### config.mk
export PLATFORM = sky130hd
export DESIGN_NAME = alu_arbiter
export DESIGN_NICKNAME = d
export VERILOG_FILES = /design/src/rtl/alu_arbiter.sv
export SDC_FILE = /design/constraint.sdc
export NUM_CORES = 1
export LEC_CHECK = 0
export CORE_AREA = 8 8 102 104
export CTS_CLUSTER_DIAMETER = 200
export DETAILED_ROUTE_END_ITERATION = 10
export DIE_AREA = 0 0 110 112
export PLACE_DENSITY = 0.66
export SYNTH_ARGS = -nofsm -noshare
export SYNTH_HDL_FRONTEND = slang
export SYNTH_SLANG_ARGS = --single-unit
### constraint.sdc
create_clock -name clk -period 2.4 [get_ports clk]
set_input_delay 0.24 -clock clk [delete_from_list [all_inputs] [get_ports clk]]
set_output_delay 0.24 -clock clk [all_outputs]
set_load 0.005 [all_outputs]
### src/rtl/alu_arbiter.sv
// alu_arbiter: shares one fully pipelined, registered ALU between two requesters.
//   Requester 0 is the execute stage and requester 1 is the address/branch-compare unit.
//   Issue is round-robin. A tag pipeline that is ALU_LATENCY deep routes each result
//   back to the requester that issued it.
// Ports:
//   clk, rst                   clock; asynchronous active-low reset
//   stall                      blocks new grants while high
//   req{0,1}_valid/op/a/b      request from each requester
//   req{0,1}_ready             combinational grant for this cycle
//   alu_op/a/b                 operands to the ALU; zero when nothing is granted
//   alu_result/alu_zero        ALU output, ALU_LATENCY cycles after the operands
//   resp{0,1}_valid            response strobe for the owning requester
//   resp_result/resp_zero      shared pass-through of the ALU output
module alu_arbiter #(
  parameter int ALU_LATENCY = 1
) (
  input  logic        clk,
  input  logic        rst,
  input  logic        stall,
  input  logic        req0_valid,
  input  logic [3:0]  req0_op,
  input  logic [31:0] req0_a,
  input  logic [31:0] req0_b,
  output logic        req0_ready,
  input  logic        req1_valid,
  input  logic [3:0]  req1_op,
  input  logic [31:0] req1_a,
  input  logic [31:0] req1_b,
  output logic        req1_ready,
  output logic [3:0]  alu_op,
  output logic [31:0] alu_a,
  output logic [31:0] alu_b,
  input  logic [31:0] alu_result,
  input  logic        alu_zero,
  output logic        resp0_valid,
  output logic        resp1_valid,
  output logic [31:0] resp_result,
  output logic        resp_zero
);

  generate
    if (ALU_LATENCY < 1 || ALU_LATENCY > 4) begin : g_bad_latency
      $error("alu_arbiter: ALU_LATENCY must be in 1..4");
    end
  endgenerate

  typedef struct packed {
    logic vld;
    logic id;
  } tag_t;

  tag_t [ALU_LATENCY-1:0] tag_q, tag_d;
  logic last_q, last_d;
  logic cand0, cand1, gnt0, gnt1, xfer;

  always_comb begin
    // Ready is gated by reset as well as by stall, so nothing issues while rst is low.
    cand0 = rst & ~stall & req0_valid;
    cand1 = rst & ~stall & req1_valid;
    // On contention, grant the requester that did not win last time.
    gnt0  = cand0 & (~cand1 | last_q);
    gnt1  = cand1 & (~cand0 | ~last_q);
    xfer  = gnt0 | gnt1;
    last_d = xfer ? gnt1 : last_q;

    // The tag pipe shifts every cycle, including during stall, because the ALU never stalls.
    tag_d = tag_q;
    tag_d[0].vld = xfer;
    tag_d[0].id  = gnt1;
    for (int i = 1; i < ALU_LATENCY; i++) tag_d[i] = tag_q[i-1];
  end

  always_ff @(posedge clk or negedge rst) begin
    if (!rst) begin
      tag_q  <= '0;
      last_q <= 1'b1;
    end else begin
      tag_q  <= tag_d;
      last_q <= last_d;
    end
  end

  assign req0_ready = gnt0;
  assign req1_ready = gnt1;

  always_comb begin
    alu_op = '0;
    alu_a  = '0;
    alu_b  = '0;
    if (gnt0) begin
      alu_op = req0_op;
      alu_a  = req0_a;
      alu_b  = req0_b;
    end else if (gnt1) begin
      alu_op = req1_op;
      alu_a  = req1_a;
      alu_b  = req1_b;
    end
  end

  assign resp0_valid = tag_q[ALU_LATENCY-1].vld & ~tag_q[ALU_LATENCY-1].id;
  assign resp1_valid = tag_q[ALU_LATENCY-1].vld &  tag_q[ALU_LATENCY-1].id;
  assign resp_result = alu_result;
  assign resp_zero   = alu_zero;

endmodule

==> impl.org, run 1 <==
** GRT
- GRT Resource Usage Total :: 11.57%
- Entering global routing, the biggest net connects 40 pins.
- Global-route wire length before repair :: 11,470 um
- The initial antenna violation count was 3.
- Overflow after GRT :: 0
- The number of global-route vias before repair came to 2,013.

** Place
- PortBufs :: 212
- Once detailed placement completed, the half-perimeter wirelength came to 6812 um.
- Routability congestion estimate :: 0.7634
- Timing analysis after detailed placement gives a worst setup slack of 93.29 ps.

** Pwr
- Worst voltage drop across the vdd grid :: 0.0002818 V
- Leakage component of the power :: 1.168 nW
- Relative contribution of combinational cells to total power :: 69.8%
- Switching power :: 0.1525 mW
- Clock power share :: 21.3%
- Power, Total :: 0.6727 mW
- Power Internal :: 0.5202 mW
- Net switching is 22.67% of the power.
- Power spread over the standard cell area amounts to 214.1 mW/mm^2.
- Sequential cells burn 8.9% of the power.

** CTS
- TritonCTS created 3 clock buffers.
- Counting every sink on the clock net gives 3.
- For this design, the CTS-stage hold fixing added 0 buffers.
- Clock tree from TritonCTS :: yes
- The tree is rooted in a sky130_fd_sc_hd__clkbuf_8.
- CTS clk-pin slew, worst paths :: 30 ps
- # Post-CTS Setup Buffers :: 0
- Worst-skew pair later-pin latency :: 210 ps
- Once the clock tree was built, the resizer swapped 0 gates to a different size.
- The longest clock path from root to sink contains 2 buffers.
- H-tree lvl count :: 1

** Logic synthesis
- Share of synthesized area occupied by flip-flops and latches :: 7.077%
- After synthesis the netlist holds a flip-flop and latch count of 3.
- Cell taking the most area after synthesis :: sky130_fd_sc_hd__a22o_1
- The mapped netlist covers 0.001079 mm^2.
- Averaged over all synthesized cells, the footprint is 8.171 um^2.
- The top cell type by area accounts for 55.22% of the synthesized area.
- Number of warnings printed during yosys synthesis :: 0
- After synthesis, the cell types taking the most area are sky130_fd_sc_hd__a22o_1, sky130_fd_sc_hd__buf_4, sky130_fd_sc_hd__buf_2.
- Number of nets in the synthesized netlist :: 306
- After technology mapping, the gate count stands at 132.
- Number of library cell types mapped by synthesis :: 13

** STA
- Worst slew margin relative to its limit :: 88.28%
- Once routing completed, OpenROAD measured the worst setup slack at 99.47 ps.
- Setup repair after global routing left no endpoint under its margin.
- Final count of negative-setup-slack endpoints :: 0
- The worst path uses 95.86% of the clock period.
- Final-report hold violation count :: 0
- Summed over all failing endpoints, the final setup total negative slack is 0 ps.
- Final Max Slew Viols :: 0
- Max Fclk :: 434.7 MHz
- Final hold analysis gives a worst-case slack of 320.2 ps.
- Subtracting the final worst setup slack from the clock period gives 2301 ps.
- At the pin with the least slew margin, the transition time is 175.8 ps.
- Clock Skews :: 2.517 ps

** Worst setup path
- Beginning of the worst register-to-register path :: last_q
- Critical path class :: in -> out
- For the worst flop-to-flop path, the logic depth is 4.
- At the worst endpoint, the required time is 2160 ps.
- Startpoint type of the worst setup path :: input pin
- Crit path DAT :: 2060 ps
- Crit Path Max Fanout :: 39
- Reg2reg end :: last_q
- In this run the register-to-register setup slack is 1200 ps.
- The worst setup path is captured at a primary output.

** Detailed routing
- In the routed design, unresolved DRC markers number 0.
- The routed layout has 1,797 vias.
- The detailed router finished its first iteration with 53 violations.
- Once detail routing completed, the nets flagged for antenna violations numbered 0.
- Number of vias per cell :: 4.299
- Number of detailed-routing iterations run before antenna repair :: 4
- After detailed routing, the average wire length per cell comes to 18.42 um.
- Summed over all layers, the routed wires come to 7698 um.

** Die
- Initial Util :: 12.13%
- Placeable core region :: 0.008890 mm^2
- Die height :: 112 um
- Horizontal die dimension :: 110 um
- For this design the top-level I/O count stands at 279.
- Std cell rows :: 35
- Die Footprint :: 0.01232 mm^2

** Layout
- After the last flow step, the layout net total stands at 479.
- After filler insertion, the fill cell instance count of the layout stands at 885.
- Fraction of layout cells with a size suffix above 1 :: 3.618%
- Leaving out fill and tap cells, the most frequent cell in the layout is sky130_fd_sc_hd__clkdlybuf4s50_1.
- For this run, the share of the core covered by cells in the final layout is 35.34%.
- Area grow syn2layout :: 191.3%
- The library cells used most frequently in the layout, excluding fill and tap cells, are sky130_fd_sc_hd__clkdlybuf4s50_1, sky130_fd_sc_hd__a22o_1, sky130_fd_sc_hd__buf_12.

** Outcome
- The flow ran to the end, and the final reports show no timing, DRC or antenna violations.

** Job
- Across the run, the number of max-cap violations was 0.

** Hold path
- Path type of the worst min-delay path :: in -> async
[metrics by stage]
step | instance area, um^2 | std cells
6_report | 3142 | 418
5_1_grt | 3142 | 418
4_1_cts | 3134 | 415
3_5_place_dp | 3089 | 411
3_3_place_gp | 3089 | 411
2_1_floorplan | 1079 | 132
[state kept, by name, indices dropped and copies added, names as in the netlist]
register	count
last_q	1
tag_q	2
[critical path: stages]
cell and delay [ps]:
sky130_fd_sc_hd__clkdlybuf4s50_1 480, sky130_fd_sc_hd__nor2b_1 150, sky130_fd_sc_hd__and3_2 250, sky130_fd_sc_hd__buf_12 210, sky130_fd_sc_hd__a22o_1 200, sky130_fd_sc_hd__clkdlybuf4s50_1 520
[final cells by class]
| type | count | area [um^2] | share of cell area, % |
|---|---|---|---|
| timing repair buffer | 217 | 2210 | 70.33 |
| multi-input combinational | 80 | 664.4 | 21.15 |
| tap | 111 | 138.9 | 4.421 |
| sequential | 3 | 76.32 | 2.429 |
| clock buffer | 4 | 45.04 | 1.434 |
| antenna | 3 | 7.507 | 0.2389 |
[power by group through the flow]
stage / Combinational (mW) / Sequential (mW) / Clock (mW)
finish: 0.470 / 0.0595 / 0.144
global route: 0.503 / 0.0602 / 0.149
CTS: 0.477 / 0.0596 / 0.146
detailed placement: 0.474 / 0.0601 / 0
global placement: 0.471 / 0.0599 / 0
floorplan: 0.147 / 0.0595 / 0
[cells by family (layout without fill, tap and decap cells)]
family                 count (synthesis)  count (layout)  share of synthesized area (%)
buffers and inverters                 49             221                          31.55
AOI/OAI and AO/OA                     69              69                          55.68
DFF                                    3               3                          7.077
other                                  0               3                              0
and+or+nand+nor                       11              11                          5.685
[layer usage]
layer | vias up | part of all wire [%] | track usage [%] | wire length, um
met5 | - | 0 | 0 | 0
met4 | 0 | 2.7 | 5.135 | 204
met3 | 22 | 17 | 6.008 | 1298
met2 | 144 | 49 | 20.23 | 3757
met1 | 796 | 32 | 10.81 | 2437
li1 | 835 | - | - | -
[cell usage after synthesis (all sizes together)]
| master | instances |
|---|---|
| and2 | 1 |
| nor2b | 2 |
| buf | 49 |
| nor2 | 2 |
| o21ai | 1 |
| dfstp | 1 |
| and3 | 2 |
| dfrtp | 2 |
| nand2b | 3 |
| a22o | 68 |
| nand2 | 1 |
[worst max-delay path by stage]
stage / start / to / slack, ps / depth (start not counted)
global placement: rst / alu_a[9] / 100 / 6
finish: rst / alu_a[9] / 100 / 6
global route: rst / alu_a[9] / 2 / 6
floorplan: last_q / alu_b[12] / 920 / 6
CTS: rst / alu_a[9] / 90 / 6
detailed placement: rst / alu_a[9] / 90 / 6
(Power assumes the default switching activity.)
==> run 2: changes to the inputs <==
==> config.mk (replaced) <==
export PLATFORM = sky130hd
export DESIGN_NAME = alu_arbiter
export DESIGN_NICKNAME = d
export VERILOG_FILES = /design/src/rtl/alu_arbiter.sv
export SDC_FILE = /design/constraint.sdc
export NUM_CORES = 1
export LEC_CHECK = 0
export CAP_MARGIN = 40
export CORE_AREA = 8 8 101 103
export CTS_CLUSTER_DIAMETER = 200
export DETAILED_ROUTE_END_ITERATION = 10
export DIE_AREA = 0 0 109 111
export DONT_BUFFER_PORTS = 1
export RECOVER_POWER = 50
export SYNTH_ARGS = -nofsm -noshare
export SYNTH_HDL_FRONTEND = slang
export SYNTH_SLANG_ARGS = --single-unit
==> run 2 against run 1 <==
Sequential power decreased by 0.8%. Global-route usage shrank 3.6 points. Core utilization shrank 24 points. Worst setup slack improved by 310 ps. Critical path type is now reg -> out.
==> impl.org, run 2 (same netlist as run 1, synthesis figures left out) <==
** Outcome
- Status :: complete, no violations

** GRT
- The initial antenna violation count is 0.
- The first global-routing pass estimated 7479 um of wire.
- Number of global-route vias before repair :: 1,083
- Pin count of the biggest net entering global routing :: 69
- Overflow after GRT :: 0
- GRT Resource Usage Total :: 7.938%

** CTS
- Count of clock tree sinks :: 3
- Worst-skew pair later-pin latency :: 220 ps
- Buffer levels on the longest clock path :: 2
- Clock Root Buffer :: sky130_fd_sc_hd__clkbuf_8
- TritonCTS built the clock tree.
- Clock-pin slew was measured on the worst setup and hold paths at 30 ps.
- CTS buffer count :: 3
- In this run the number of H-tree levels came out at 1.
- The number of setup buffers added after CTS is 0.

** Layout
- The largest registers in the layout are tag_q (2), last_q (1).
- Area grow syn2layout :: -10.09%
- Most flops, register :: tag_q
- The register with the most flip-flops in the layout has 2 of them.
- In the final design database the tool counted 265 nets.
- Leaving out fill and tap cells, the most frequent cell in the layout is sky130_fd_sc_hd__a22o_1.
- Count of filler cells inserted in the layout :: 968
- 0 antenna diodes ended up in the layout.
- Fraction of layout cells with a size suffix above 1 :: 6.667%
- Final Cell Area :: 969.7 um^2
- Leading cell types in the layout, fill and taps excluded :: sky130_fd_sc_hd__a22o_1, sky130_fd_sc_hd__nand2b_1, sky130_fd_sc_hd__clkbuf_8

** STA
- Dividing the final minimum period by the clock period gives 82.80%.
- Clock Skews :: 1.272 ps
- At the pin with the least slew margin, the transition time is 651.0 ps.
- Max Fclk :: 503.2 MHz
- RSZ-0062 raised after global routing :: false
- The max-slew violation count came to 0.
- Final min period :: 1987 ps
- Final-report hold violation count :: 0
- Setup violations remaining at the end of the flow were counted as 0.
- Sum of negative setup slack :: 0 ps
- Worst slew margin relative to its limit :: 56.60%

** Worst setup path
- The worst setup path is captured at a primary output.
- For the worst setup path, the data arrival time is 1750 ps.
- Data on the critical path is required at its endpoint by 2160 ps.
- Startpoint type of the worst setup path :: flip-flop
- Along the worst path, the maximum fanout reaches 38.
- The critical path is of the reg -> out type.

** Die
- For this configuration, the core starts out at a cell density of 12.61%.
- Die height :: 111 um
- After floorplanning, the core was divided into 34 placement rows.
- Placeable core region :: 0.008551 mm^2
- The die covers 0.01210 mm^2.
- During I/O placement, the number of pins put on the boundary was 279.
- The floorplan step set the die width to 109 um.

** Pwr
- For this design the static power due to leakage is 0.3512 nW.
- Power spread over the standard cell area amounts to 341.4 mW/mm^2.
- Worst voltage drop across the vdd grid :: 0.0004697 V

** Place
- In this run the tool buffered the top-level ports with 0 buffer cells.
- Post-Place Cell Area :: 915.9 um^2
- Routability congestion estimate :: 0.6905
- Hpwl dp :: 5039 um

** Detailed routing
- For this block, the routed nets add up to 5751 um of wire.
- Number of detailed-routing iterations run before antenna repair :: 4
- After detailed routing, the number of remaining DRC violations is 0.
- Initial DRC Count :: 50
- Dividing the detail-routed wire length by the instance count gives 29.05 um.
- Number of vias per cell :: 5.076
- Detailed-route via count :: 1,005
- Once detail routing completed, the nets flagged for antenna violations numbered 0.

** Hold path
- Path type of the worst min-delay path :: in -> reg

** Job
- Max-cap violations in this run came to 0.
## run 2: changes by cell type in the layout (fill, tap and decap cells not counted), sizes merged
cell | before | now
buf | 5 | 2
diode | 3 | 0
dlygate4sd3 | 0 | 1
clkdlybuf4s50 | 212 | 0
## run 2: report_power, final
group | switching, mW | total (mW) | internal (mW)
Sequential | 0.00252 | 0.0590 | 0.0565
Combinational | 0.0678 | 0.123 | 0.0549
Clock | 0.0359 | 0.149 | 0.113
## run 2: per-stage QoR
step                      util, %  power (mW)  cells  hold slack (ps)  setup slack, ps
after floorplan                 -      0.2068    132           -55.59            919.7
after global placement      10.48      0.1777    192           -55.47            494.1
after detailed placement    10.71      0.1843    193           -55.45            642.4
after CTS                   11.36      0.3373    198            171.3            410.5
after global routing        11.34      0.3438    198            177.2            335.8
final                       11.34      0.3311    198            178.7            412.7
## run 2: area by class of cell
type,instances,area (um^2),area share (%)
clock buffer,4,45.04,4.645
multi-input combinational,80,663.1,68.39
sequential,3,76.32,7.871
tap,108,135.1,13.94
timing repair buffer,3,50.05,5.161
## run 2: final timing paths
path,start,to,slack [ps],cells after the start
worst max register to register,last_q,last_q,1040,3
max in group asynchronous,rst,last_q,1910,1
worst min register to register,last_q,last_q,570,2
worst min-delay path,req0_valid,tag_q[1],180,2
min in group asynchronous,rst,tag_q[1],270,1
worst max-delay path,last_q,alu_b[11],410,4
## run 2: layer usage
layer / track usage [%] / routed length, um / part of all wire (%)
met1: 8.390 / 2064 / 36
met2: 13.68 / 2859 / 50
met3: 3.081 / 710 / 12
met4: 3.014 / 117 / 2.0
met5: 0 / 0 / 0
## run 2: repair_timing
| item | 4_1_cts | 5_1_grt |
|---|---|---|
| resized for setup | 0 | 0 |
| hold endpoints to repair | 3 | 0 |
| hold buffers | 1 | 0 |
## run 2: worst max-delay path: stages (launching register included)
cell and delay (ps):
sky130_fd_sc_hd__dfstp_1 530, sky130_fd_sc_hd__nand2_1 50, sky130_fd_sc_hd__and3_2 430, sky130_fd_sc_hd__buf_12 270
sky130_fd_sc_hd__a22o_1 220
==> run 3: changes to the inputs <==
==> constraint.sdc (replaced) <==
create_clock -name clk -period 1.6 [get_ports clk]
set_input_delay 0.16 -clock clk [delete_from_list [all_inputs] [get_ports clk]]
set_output_delay 0.16 -clock clk [all_outputs]
set_load 0.005 [all_outputs]
==> run 3 against run 2 <==
The flow now finishes with violations (negative setup slack). Core utilization increased by 1.3 points. Via count increased by 5.6%. Clock power increased by 48%.
==> impl.org, run 3 (same netlist as run 1, synthesis figures left out) <==
** STA
- Worst slew margin relative to its limit :: 86.54%
- Derived from the worst setup path, the maximum achievable clock frequency is 612.4 MHz.
- Counting I/O delays and the setup requirement, the final critical path takes 1633 ps.
- Final critical-path share of the clock period :: 102.0%
- Across all setup checks in the final design, the least slack found is -32.79 ps.
- Setup repair after global routing could not meet its margin everywhere.
- Setup violations remaining at the end of the flow were counted as 38.
- The max-slew violation count is 0.
- The hold violation total from the final report is 0.
- Slew @ Worst Pin :: 199.8 ps
- Clock Skews :: 0.5806 ps

** GRT
- Global routing used 7.927% of the available tracks across all layers.
- Entering global routing, the biggest net connects 72 pins.
- The first global-routing pass estimated 7534 um of wire.
- Antenna violations before repair :: 0
- Number of global-route vias before repair :: 1,113
- For this run the aggregate overflow at the end of global routing stands at 0.

** CTS
- CTS buffer count :: 3
- Buffer levels on the longest clock path :: 2
- In this run the number of H-tree levels came out at 1.
- Post-CTS timing repair inserted 0 buffers for setup.
- Clock tree from TritonCTS :: yes
- Clock Root Buffer :: sky130_fd_sc_hd__clkbuf_8
- Clock-pin slew was measured on the worst setup and hold paths at 30 ps.
- Worst-skew pair later-pin latency :: 220 ps
- Count of clock tree sinks :: 3

** Die
- Initial Util :: 12.61%
- In this run the vertical extent of the chip is 111 um.
- The floorplan step defined a die boundary enclosing 0.01210 mm^2.
- Measured along the x axis, the die boundary spans 109 um.
- Pin placement for this block handled 279 I/O pins.
- Std cell rows :: 34
- In this run the standard cell core region covers 0.008551 mm^2.

** Layout
- Leading registers by flop count :: tag_q (2), last_q (1)
- Most common cell after layout, fill and taps aside :: sky130_fd_sc_hd__a22o_1
- Most flops, register :: tag_q
- Fraction of layout cells with a size suffix above 1 :: 14.89%
- Final Cell Area :: 0.001085 mm^2
- Post-layout instance count excluding filler cells :: 202
- Number of flip-flops under the largest register name :: 2
- After the last flow step, the layout net total stands at 269.
- Leading cell types in the layout, fill and taps excluded :: sky130_fd_sc_hd__a22o_1, sky130_fd_sc_hd__nand2b_1, sky130_fd_sc_hd__clkbuf_8
- Compared with the post-synthesis result, the final layout area differs by 0.5800%.
- 0 antenna diodes ended up in the layout.

** Place
- PortBufs :: 0
- At the end of routability-driven placement, the weighted congestion stood at 0.6917.
- Once placement finished, the instance area stood at 935.9 um^2.
- Hpwl dp :: 4999 um
- Including well taps, the total number of placed cells is 194.

** Detailed routing
- Total Wirelength :: 6500 um
- Initial DRC Count :: 59
- Drt drc :: 0
- Detailed-route via count :: 1,061
- Dividing the detail-routed via count by the number of cells gives 5.252.
- Detailed-route wire length per cell :: 32.18 um
- Antenna-violating nets left :: 0
- The first detailed-routing pass ran for 4 iterations.

** Outcome
- Failing checks :: negative setup slack
- The flow ran to the end, but the final reports show violations.

** Pwr
- Pwr dens :: 486.8 mW/mm^2
- The analysis attributes to cell leakage a power of 0.4010 nW.
- The worst-case IR drop observed on VDD is 0.0004261 V.
- Power, Total :: 0.5281 mW

** Hold path
- The worst hold path belongs to the class in -> reg.

** Worst setup path
- Data on the critical path is required at its endpoint by 1440 ps.
- At the worst endpoint, the arrival time is 1470 ps.
- Critical path class :: reg -> out
- The worst setup path is launched from a flip-flop.
- Along the worst path, the maximum fanout reaches 39.
- The worst setup path is captured at a primary output.

** Job
- The tool flagged a number of max-cap violations equal to 0.
## run 3: cell count changes in the layout (fill, tap and decap cells not counted)
| cell | delta |
|---|---|
| sky130_fd_sc_hd__a22o_1 | -2 |
| sky130_fd_sc_hd__a22o_4 | +2 |
| sky130_fd_sc_hd__and2_0 | -1 |
| sky130_fd_sc_hd__and2_1 | +1 |
| sky130_fd_sc_hd__and3_1 | -1 |
| sky130_fd_sc_hd__and3_2 | -1 |
| sky130_fd_sc_hd__and3_4 | +2 |
| sky130_fd_sc_hd__buf_16 | +1 |
| sky130_fd_sc_hd__buf_6 | +1 |
| sky130_fd_sc_hd__clkbuf_16 | +2 |
| sky130_fd_sc_hd__dfstp_1 | -1 |
| sky130_fd_sc_hd__dfstp_2 | +1 |
## run 3: cell type report
cell class	count	area, um^2
flip-flops and latches	3	76.32
well taps	108	135.1
fillers	968	7466
repair buffers	7	138.9
clock buffers	4	45.04
multi-input cells	80	689.4
## run 3: path summary, 6_finish.rpt
kind / startpoint / to / slack (ps) / cells after the start
worst max register to register: last_q / last_q / 430 / 4
worst min register to register: last_q / last_q / 530 / 2
worst max-delay path: last_q / alu_b[12] / -30 / 4
worst min-delay path: req0_valid / tag_q[1] / 100 / 2
max in group asynchronous: rst / last_q / 1170 / 1
min in group asynchronous: rst / tag_q[1] / 200 / 1
## run 3: worst max-delay path, stage by stage, from the launching register on
cell and delay (ps):
sky130_fd_sc_hd__dfstp_2 520, sky130_fd_sc_hd__nand2b_1 100, sky130_fd_sc_hd__and3_4 210, sky130_fd_sc_hd__buf_12 190
sky130_fd_sc_hd__a22o_1 210
## run 3: timing repair
| item | in CTS | in global routing |
|---|---|---|
| pin swaps | 10 | 1 |
| hold buffers | 1 | 0 |
| resized for setup | 3 | 2 |
| endpoints found under the setup margin | 68 | 68 |
| cloned | 0 | 3 |
| endpoints found under the hold margin | 3 | 0 |
## run 3: power by group
part           leakage [nW]  internal (mW)  total (mW)  switching, mW
Clock                0.0228          0.170       0.221         0.0511
Sequential           0.0372         0.0861      0.0893        0.00325
Combinational         0.341          0.104       0.218          0.114
Total                 0.401          0.360       0.528          0.168
## run 3: metrics by stage
step                      TNS, ps  hold WS (ps)  setup WS [ps]  utilization (%)
after floorplan                 0        -135.6          199.7                -
after global placement          0        -135.5          195.4            10.95
after detailed placement        0        -135.4          171.3            10.95
after CTS                  -787.6         103.3         -33.08            11.78
after global routing        -2763         112.8         -71.81            12.69
final                      -650.8         103.6         -32.79            12.69
## run 3: layer usage
metal	up-vias	part of all wire [%]	track usage (%)
li1	411	-	-
met5	-	0	0
met2	117	49	13.19
met4	0	1.4	2.466
met1	523	38	8.596
met3	10	12	3.721
